### config.mk
export PLATFORM = sky130hd
export DESIGN_NAME = state_data_seq
export DESIGN_NICKNAME = d
export VERILOG_FILES = /design/src/rtl/state_data_pkg.sv /design/src/rtl/state_data_decode.sv /design/src/rtl/state_data_seq.sv
export SDC_FILE = /design/constraint.sdc
export NUM_CORES = 1
export LEC_CHECK = 0
export CORE_MARGIN = 8
export CORE_UTILIZATION = 39
export CTS_CLUSTER_SIZE = 12
export DETAILED_ROUTE_END_ITERATION = 10
export PLACE_DENSITY = 0.72
export SYNTH_ARGS = -nofsm -noshare
export SYNTH_HDL_FRONTEND = slang
export SYNTH_SLANG_ARGS = --single-unit
### constraint.sdc
create_clock -name Clock -period 1.4 [get_ports Clock]
set_clock_uncertainty 0.1 [all_clocks]
set_input_delay 0.28 -clock Clock [delete_from_list [all_inputs] [get_ports Clock]]
set_output_delay 0.28 -clock Clock [all_outputs]
set_load 0.03 [all_outputs]
### src/rtl/state_data_pkg.sv
// Shared types and defaults for the state/data sequencer and its decoder.
package state_data_pkg;

    typedef enum logic {
        WRAP     = 1'b0,
        SATURATE = 1'b1
    } mode_e;

    localparam int DEF_STATE_W    = 4;
    localparam int DEF_DATA_W     = 3;
    localparam int DEF_LAST_STATE = 11;

    function automatic int min_w(input int a, input int b);
        return (a < b) ? a : b;
    endfunction

endpackage

### src/rtl/state_data_decode.sv
// Combinational decode of the sequencer state into the data word.
module state_data_decode
    import state_data_pkg::*;
#(
    parameter int STATE_W    = DEF_STATE_W,
    parameter int DATA_W     = DEF_DATA_W,
    parameter int LAST_STATE = DEF_LAST_STATE
) (
    input  logic [STATE_W-1:0] state,
    output logic [DATA_W-1:0]  data
);

    localparam int                 EXT_W  = min_w(STATE_W, DATA_W);
    localparam logic [STATE_W-1:0] LAST_S = STATE_W'(LAST_STATE);
    localparam logic [STATE_W-1:0] PEN_S  = STATE_W'(LAST_STATE - 1);

    logic [DATA_W-1:0] ext;
    logic [DATA_W-1:0] ones;
    logic [DATA_W-1:0] ones_lsb0;

    always_comb begin
        ext              = '0;
        ext[EXT_W-1:0]   = state[EXT_W-1:0];
        ones             = '1;
        ones_lsb0        = '1;
        ones_lsb0[0]     = 1'b0;
        // State 0 falls into the default and decodes to 0 via the zero slice.
        case (state)
            LAST_S:  data = ones;
            PEN_S:   data = ones_lsb0;
            default: data = (state > LAST_S) ? '0 : ext;
        endcase
    end

endmodule

### src/rtl/state_data_seq.sv
// Bounded up/down state sequencer with load, wrap/saturate end behaviour and registered decode.
module state_data_seq
    import state_data_pkg::*;
#(
    parameter int    STATE_W    = DEF_STATE_W,
    parameter int    DATA_W     = DEF_DATA_W,
    parameter int    LAST_STATE = DEF_LAST_STATE,
    parameter mode_e MODE       = WRAP
) (
    input  logic               Clock,
    input  logic               Reset,
    input  logic               En,
    input  logic               Dir,
    input  logic               Load,
    input  logic [STATE_W-1:0] LoadState,
    output logic [STATE_W-1:0] state,
    output logic [DATA_W-1:0]  data,
    output logic               wrap,
    output logic               range_err
);

    generate
        if (LAST_STATE > 2**STATE_W - 1 || LAST_STATE < 1) begin : g_bad_last
            $error("state_data_seq: LAST_STATE out of range for STATE_W");
        end
    endgenerate

    localparam logic [STATE_W-1:0] LAST_S = STATE_W'(LAST_STATE);
    localparam logic [STATE_W-1:0] ONE    = STATE_W'(1);

    logic [STATE_W-1:0] state_nxt;
    logic [DATA_W-1:0]  dec_data;
    logic               wrap_nxt;
    logic               err_nxt;

    state_data_decode #(
        .STATE_W    (STATE_W),
        .DATA_W     (DATA_W),
        .LAST_STATE (LAST_STATE)
    ) u_decode (
        .state (state),
        .data  (dec_data)
    );

    // Load beats En; an out-of-range load never produces a wrap pulse.
    always_comb begin
        state_nxt = state;
        wrap_nxt  = 1'b0;
        err_nxt   = 1'b0;
        if (Load) begin
            if (LoadState > LAST_S) begin
                err_nxt   = 1'b1;
                state_nxt = (MODE == SATURATE) ? LAST_S : '0;
            end else begin
                state_nxt = LoadState;
            end
        end else if (En) begin
            if (Dir) begin
                if (state == LAST_S) begin
                    wrap_nxt = 1'b1;
                    if (MODE == WRAP) state_nxt = '0;
                end else begin
                    state_nxt = state + ONE;
                end
            end else begin
                if (state == '0) begin
                    wrap_nxt = 1'b1;
                    if (MODE == WRAP) state_nxt = LAST_S;
                end else begin
                    state_nxt = state - ONE;
                end
            end
        end
    end

    always_ff @(posedge Clock or posedge Reset) begin
        if (Reset) begin
            state     <= '0;
            data      <= '0;
            wrap      <= 1'b0;
            range_err <= 1'b0;
        end else begin
            state     <= state_nxt;
            data      <= dec_data;
            wrap      <= wrap_nxt;
            range_err <= err_nxt;
        end
    end

endmodule

* Word level (Yosys, flattened, before mapping)
Cells that the tools add are included.
Word-level totals: bits in registers 9, output and inout bits 9, logic and storage cells 27
Cells by class: add/sub/neg operators 2, order comparisons 2, eq/ne operators 2, multiplexer cells 15, reduce and logical (&&, ||, !) cells 2
Operator list (count):
- $mux 4 | 6
- $eq 4x4->1 const B | 2
- $gt 4x4->1 const B | 2
- $mux 1 | 7
- $pmux 3 s2 | 1
- $add 4x1->4 const B | 1
- $logic_not 4->1 | 1
- $sub 4x1->4 const B | 1
- $mux 3 | 1
- $reduce_bool 2->1 | 1

* Depth between registers and ports, before layout
depth in word-level cells 5, mapped depth 6, depth with buffers taken out 6

* Hierarchy
Synthesis repeated with hierarchy kept, for this count alone.
Unflattened totals: cell total of the unflattened synthesis 58, area, all modules 533.0 um^2
By module, submodules not included:
- state_data_seq | instances 1, cells each 53, area an instance 498.0 um^2, seq. area each 225.2 um^2
- state_data_decode | instances 1, cells each 5, area an instance 35.0 um^2, seq. area each 0.0 um^2

* Least setup slack after synthesis
Ideal clock, no wire load.
path type flip-flop to flip-flop, start point reg state[0], end point reg state[3], library setup time 133 ps, arrival time 1543 ps, data required time 1167 ps, path slack -376 ps, cell stages (with the launch flop) 6, period minus slack after synthesis 1776 ps, cells stage by stage dfrtp_1 inv_1 ha_1 o311a_1 o221ai_1 a22oi_1
Between the ends: word-level cells in the longest chain between the ends 5
RTL lines:
- start, declared | RTL line state_data_seq.sv:16 | output logic [STATE_W-1:0] state,
- start signal, assigned | RTL line state_data_seq.sv:83 | state <= state_nxt;
- $sub 4x1->4, or another cell as far along | RTL line state_data_seq.sv:70 | state_nxt = state - ONE;
- $mux 4, on equally long branches | RTL line state_data_seq.sv:66, state_data_seq.sv:59
- $mux 4 * | RTL line state_data_seq.sv:58 | if (Dir) begin
- $mux 4 * | RTL line state_data_seq.sv:57 | end else if (En) begin
- $mux 4 * | RTL line state_data_seq.sv:50 | if (Load) begin
Every way passes the cells marked *; elsewhere a longest branch is shown, timed or not. The select of a mux whose other input is x is not followed. A chain may end at the register's enable or synchronous reset.

* Worst setup path in the final report
start point reg state[1], end point reg state[3]
Same word-level chain as after synthesis.

==> impl_metrics.json <==
{
  "outcome": "finished, violations left",
  "violations": "negative setup slack",
  "initialDrtViolationCount": 6,
  "antenna_found_initial": 0,
  "nFillCells": 86,
  "slew_headroom_pct": 77.8,
  "p_clk_share_pct": 20.5,
  "dieArea_um2": 2910,
  "netlist.area_leader.share_pct": 40.1,
  "coreArea_um2": 1320,
  "start_kind": "flop",
  "synthTopCellsByArea": "dfrtp_1 (40%), ha_1 (6.7%), nand2_1 (4.0%)",
  "p_leak_uw": 0.000437,
  "highest_layer": "met3",
  "postSynthCellCount": 60,
  "combPwrFrac_pct": 47.1,
  "grt_pass1_wl_um": 2580,
  "cts_tree": "done",
  "place_ws_ns": -0.262,
  "layout-drive-gt1-share_pct": 40.0,
  "drcViolationCount": 0,
  "cp.arrival_ns": 1.63,
  "syn_to_final_growth_pct": 65.0,
  "syn_nets": 72,
  "rrSetupSlack_ns": -0.20,
  "antenna_cells": 0,
  "drtAntennaViolNets": 0,
  "grt_usage_pct": 11.6,
  "cts_made_buffers": 3,
  "setup_violations": 7,
  "grt_pass1_vias": 586,
  "h-tree-depth": 1,
  "cts_buffer_depth": 2,
  "wl_per_cell_um": 14.7,
  "rsz0062_at_grt": "true",
  "power.switching_uw": 342,
  "cts-root-buf": "clkbuf_4",
  "die_h_um": 54.0,
  "layoutNonFillerInstCount": 105,
  "pwr_density_cell_nw_per_um2": 1030,
  "clk-insertion-delay-late_ns": 0.26,
  "power_uw": 959,
  "finalCriticalPeriod_ns": 1.60,
  "cts.sinks": 9,
  "hold_path.class": "input port to asynchronous set/reset pin",
  "max_cap_viol_count": 0,
  "met3_length_um": 91,
  "fin_setup_tns_ns": -0.462,
  "synth_cell_type_count": 27,
  "viasPerCell": 5.40,
  "dp_hpwl_um": 1100,
  "yosys.area.top_type": "dfrtp_1",
  "path_clk_slew_ns": 0.06,
  "final_max_slew_viol_count": 0,
  "internal_power_uw": 617,
  "hold_viol_final": 0,
  "worstPathRequired_ns": 1.43,
  "crit_fanout": 2,
  "start_util_pct": 42.6,
  "post-route-util_pct": 70.4,
  "drt-total-wl_um": 1540,
  "switching_share_pct": 35.7,
  "yosysWarnings": 0,
  "yosysSeqAreaShare_pct": 40.1,
  "dp_cells": 98,
  "fin_nets": 103,
  "dr_wl_met2_um": 812,
  "p_seq_share_pct": 32.4,
  "route.vias.total": 567,
  "irDropWorstVdd_mv": 0.679,
  "place_congestion": 0.833,
  "worst_slack_ns": -0.197,
  "netlist_area_um2": 562,
  "drt_pass1_iterations": 4,
  "grt_overflow": 0,
  "syn_area_per_cell_um2": 9.36,
  "worstSetupEndpointType": "flop",
  "synth-seq-cells": 9,
  "num_rows": 13,
  "die_w_um": 54.0,
  "tightestPinTransition_ns": 0.333,
  "fmax_mhz": 626,
  "met1_length_um": 635,
  "finalCritPeriodShare_pct": 114,
  "worstSetupPathType": "flop to flop",
  "grt_max_degree": 14,
  "port_buffers": 17,
  "ioPinCount": 18
}
## sequential cells by signal, summed over array words and instances, names as in the netlist
signal and cells:
state 4, range_err 1, wrap 1, data 3
## final cells by class
type	count	area (um^2)	share of cell area, %
repair buffers	29	265	28.6
flip-flops and latches	9	228	24.6
well taps	15	18.8	2.02
clock buffers	4	26.3	2.83
multi-input cells	44	369	39.8
inverters	4	20.0	2.16
## cells in the mapped netlist
master	instances
mux2i_1	2
a32o_1	1
o21ai_0	4
buf_4	2
o221ai_1	2
a31oi_1	1
nand3_1	1
o32ai_1	1
xor2_1	1
nand2_1	6
o21a_1	1
a21boi_0	1
inv_1	4
a21oi_1	4
nor2_1	4
a22oi_1	1
dfrtp_1	9
and3_1	2
a2bb2oi_1	1
o22ai_1	1
nor4_1	1
buf_6	1
nand2b_1	2
o311a_1	1
ha_1	3
or2b_1	2
or4b_1	1
## what timing repair did
item,4_1_cts,5_1_grt
hold buffers,0,0
gates cloned,0,0
buffers inserted,3,0
setup endpoints to repair,11,12
pin swaps,2,4
resized for setup,14,13
## cell usage in the layout (no fill, tap or decap), drive strengths merged, types with 2 or more instances in the layout
cell type	count
buf	18
dfrtp	9
clkdlybuf4s50	8
nand2	6
nor2	4
a21oi	4
clkbuf	4
inv	4
o21ai	4
ha	3
mux2i	2
and3	2
or2b	2
o221ai	2
dlygate4sd2	2
nand2b	2
## power by group through the flow
| stage | combinational, uW | sequential [uW] | clock (uW) |
|---|---|---|---|
| 2_1_floorplan | 148 | 391 | 0 |
| 3_3_place_gp | 367 | 315 | 0 |
| 3_5_place_dp | 371 | 316 | 0 |
| 4_1_cts | 418 | 309 | 199 |
| 5_1_grt | 485 | 313 | 218 |
| 6_report | 451 | 311 | 196 |
## worst max-delay path: stages (launching register included)
cell and delay [ns]:
dfrtp_2 0.41, or4b_4 0.54, o311a_1 0.14, o221ai_2 0.18, a22oi_1 0.11
## final timing paths
kind,start,to,cells after the start
worst max-delay path,state[1],state[3],4
worst min-delay path,Reset,state[3],2
worst max register to register,state[1],state[3],4
worst min register to register,state[3],data[0],2
max in group asynchronous,Reset,state[0],2
min in group Clock,LoadState[1],state[1],3
## layer usage
layer	GRT usage (%)	up-vias
met1	13.6	270
li1	-	281
met5	0	-
met2	19.9	16
met4	1.26	0
met3	4.68	0
## stage by stage
stage / area, um^2 / hold slack, ns
2_1_floorplan: 577 / 0.00778
3_3_place_gp: 792 / 0.462
3_5_place_dp: 792 / 0.461
4_1_cts: 877 / 0.186
5_1_grt: 927 / 0.217
6_report: 927 / 0.175
## cell families (layout without fill, tap and decap cells)
group | after synthesis | after routing | synth area share, %
AO/OA/AOI/OAI | 19 | 19 | 23.2
AND/OR/NAND/NOR | 19 | 19 | 17.6
flip-flops | 9 | 9 | 40.1
buffers and inverters | 7 | 37 | 7.35
adder cells (fa/ha/maj) | 3 | 3 | 6.68
multiplexers | 2 | 2 | 3.56
XOR/XNOR | 1 | 1 | 1.56
Note: power is estimated with default switching activity, not from simulation.
==> patch (config.mk and constraints unchanged) <==
`DEF_STATE_W`: 4 -> 5.
--- a/src/rtl/state_data_pkg.sv
+++ b/src/rtl/state_data_pkg.sv
@@ -7,5 +7,5 @@
     } mode_e;
 
-    localparam int DEF_STATE_W    = 4;
+    localparam int DEF_STATE_W    = 5;
     localparam int DEF_DATA_W     = 3;
     localparam int DEF_LAST_STATE = 11;
Interface: changed (resized LoadState and state); port bits go from 18 to 20. The function was not compared with the original's and may differ.
==> patch against the original RTL <==
The run still ends with negative setup slack left. Critical path depth is 1 higher. Count of clock-buffer cells in the layout stayed put. Sequential cell count increased by 1. Die area grew 19%. Total power up 22%. Critical path type unchanged. Worst setup slack worse by 0.028 ns. Highest routed layer unchanged. Final area is 29% higher. Routed wire length is 34% higher. Area after synthesis increased by 28%.
==> patch: results (changes against the original RTL) <==
status=finished with violations; violated checks=negative setup slack; Total Wirelength=2.06 mm (+34%); setup violators final=13 (+6); placed standard-cell area=1040 um^2 (+31%); setup ws final=-0.225 ns (-0.0281 ns); number of flip-flops under the largest register name=5 (+1); syn_nets=94 (+31%); Netlist cell types=34 (+26%); Sum Neg Setup Slack=-1.14 ns (-0.673 ns); worst reg2reg path depth=5 (+1); met3 Use GR=6.09% (+1.4 points); Slew @ Worst Pin=0.376 ns (+0.0428 ns); met1 GRT Util=13.5% (-0.10 points); mean post-synth cell area=8.88 um^2 (-5.1%); GRT Resource Usage Total=13.0% (+1.4 points); gp weighted congestion=0.904 (+8.5%); fraction of final layout cells sized beyond drive strength 1=46.7% (+6.7 points); placed cell count=138 (+41%); M1 wire length=783 um (+23%); largest net degree at the start of global routing=11 (-3); total vias in the final route=748 (+32%); Synth Area in Compound Gates=23.1% (-0.032 points); Post-Synth Adder-Cell Area=5.22% (-1.5 points); Post-Place Worst Slack=-0.421 ns (-0.159 ns); CP arrival=1.72 ns (+0.09 ns); met2 Use GR=23.8% (+3.9 points); synth cell count leaders=dfrtp_1 (10), nor2_1 (8), a21oi_1 (6), inv_1 (6), o21ai_0 (5); switching pwr=0.406 mW (+19%); metal3 WL=157 um (+73%); post-synthesis mux area share=2.96% (-0.61 points); vias in the first global route=798 (+36%)
patch: critical path: stages, from the launching register on:
cell,delay (ns)
dfrtp_2,0.45
ha_4,0.19
and3_4,0.17
o21a_1,0.19
or3_1,0.32
a22oi_2,0.12
patch: final cells by class:
class	instances	area [um^2]
sequential	10	254
fill	138	527
inverter	6	25.0
clock buffer	4	36.3
timing repair buffer	44	385
tap	25	31.3
multi-input combinational	58	468
patch: power by group through the flow:
stage | registers [mW] | clock network [mW] | logic, mW
2_1_floorplan | 0.427 | 0 | 0.210
3_3_place_gp | 0.360 | 0 | 0.451
3_5_place_dp | 0.360 | 0 | 0.460
4_1_cts | 0.361 | 0.271 | 0.514
5_1_grt | 0.366 | 0.291 | 0.587
6_report | 0.361 | 0.264 | 0.546
patch: repair_timing:
action,4_1_cts,5_1_grt
gates resized for setup,19,5
pin swaps,3,9
setup endpoints to repair,15,15
setup buffers,3,3
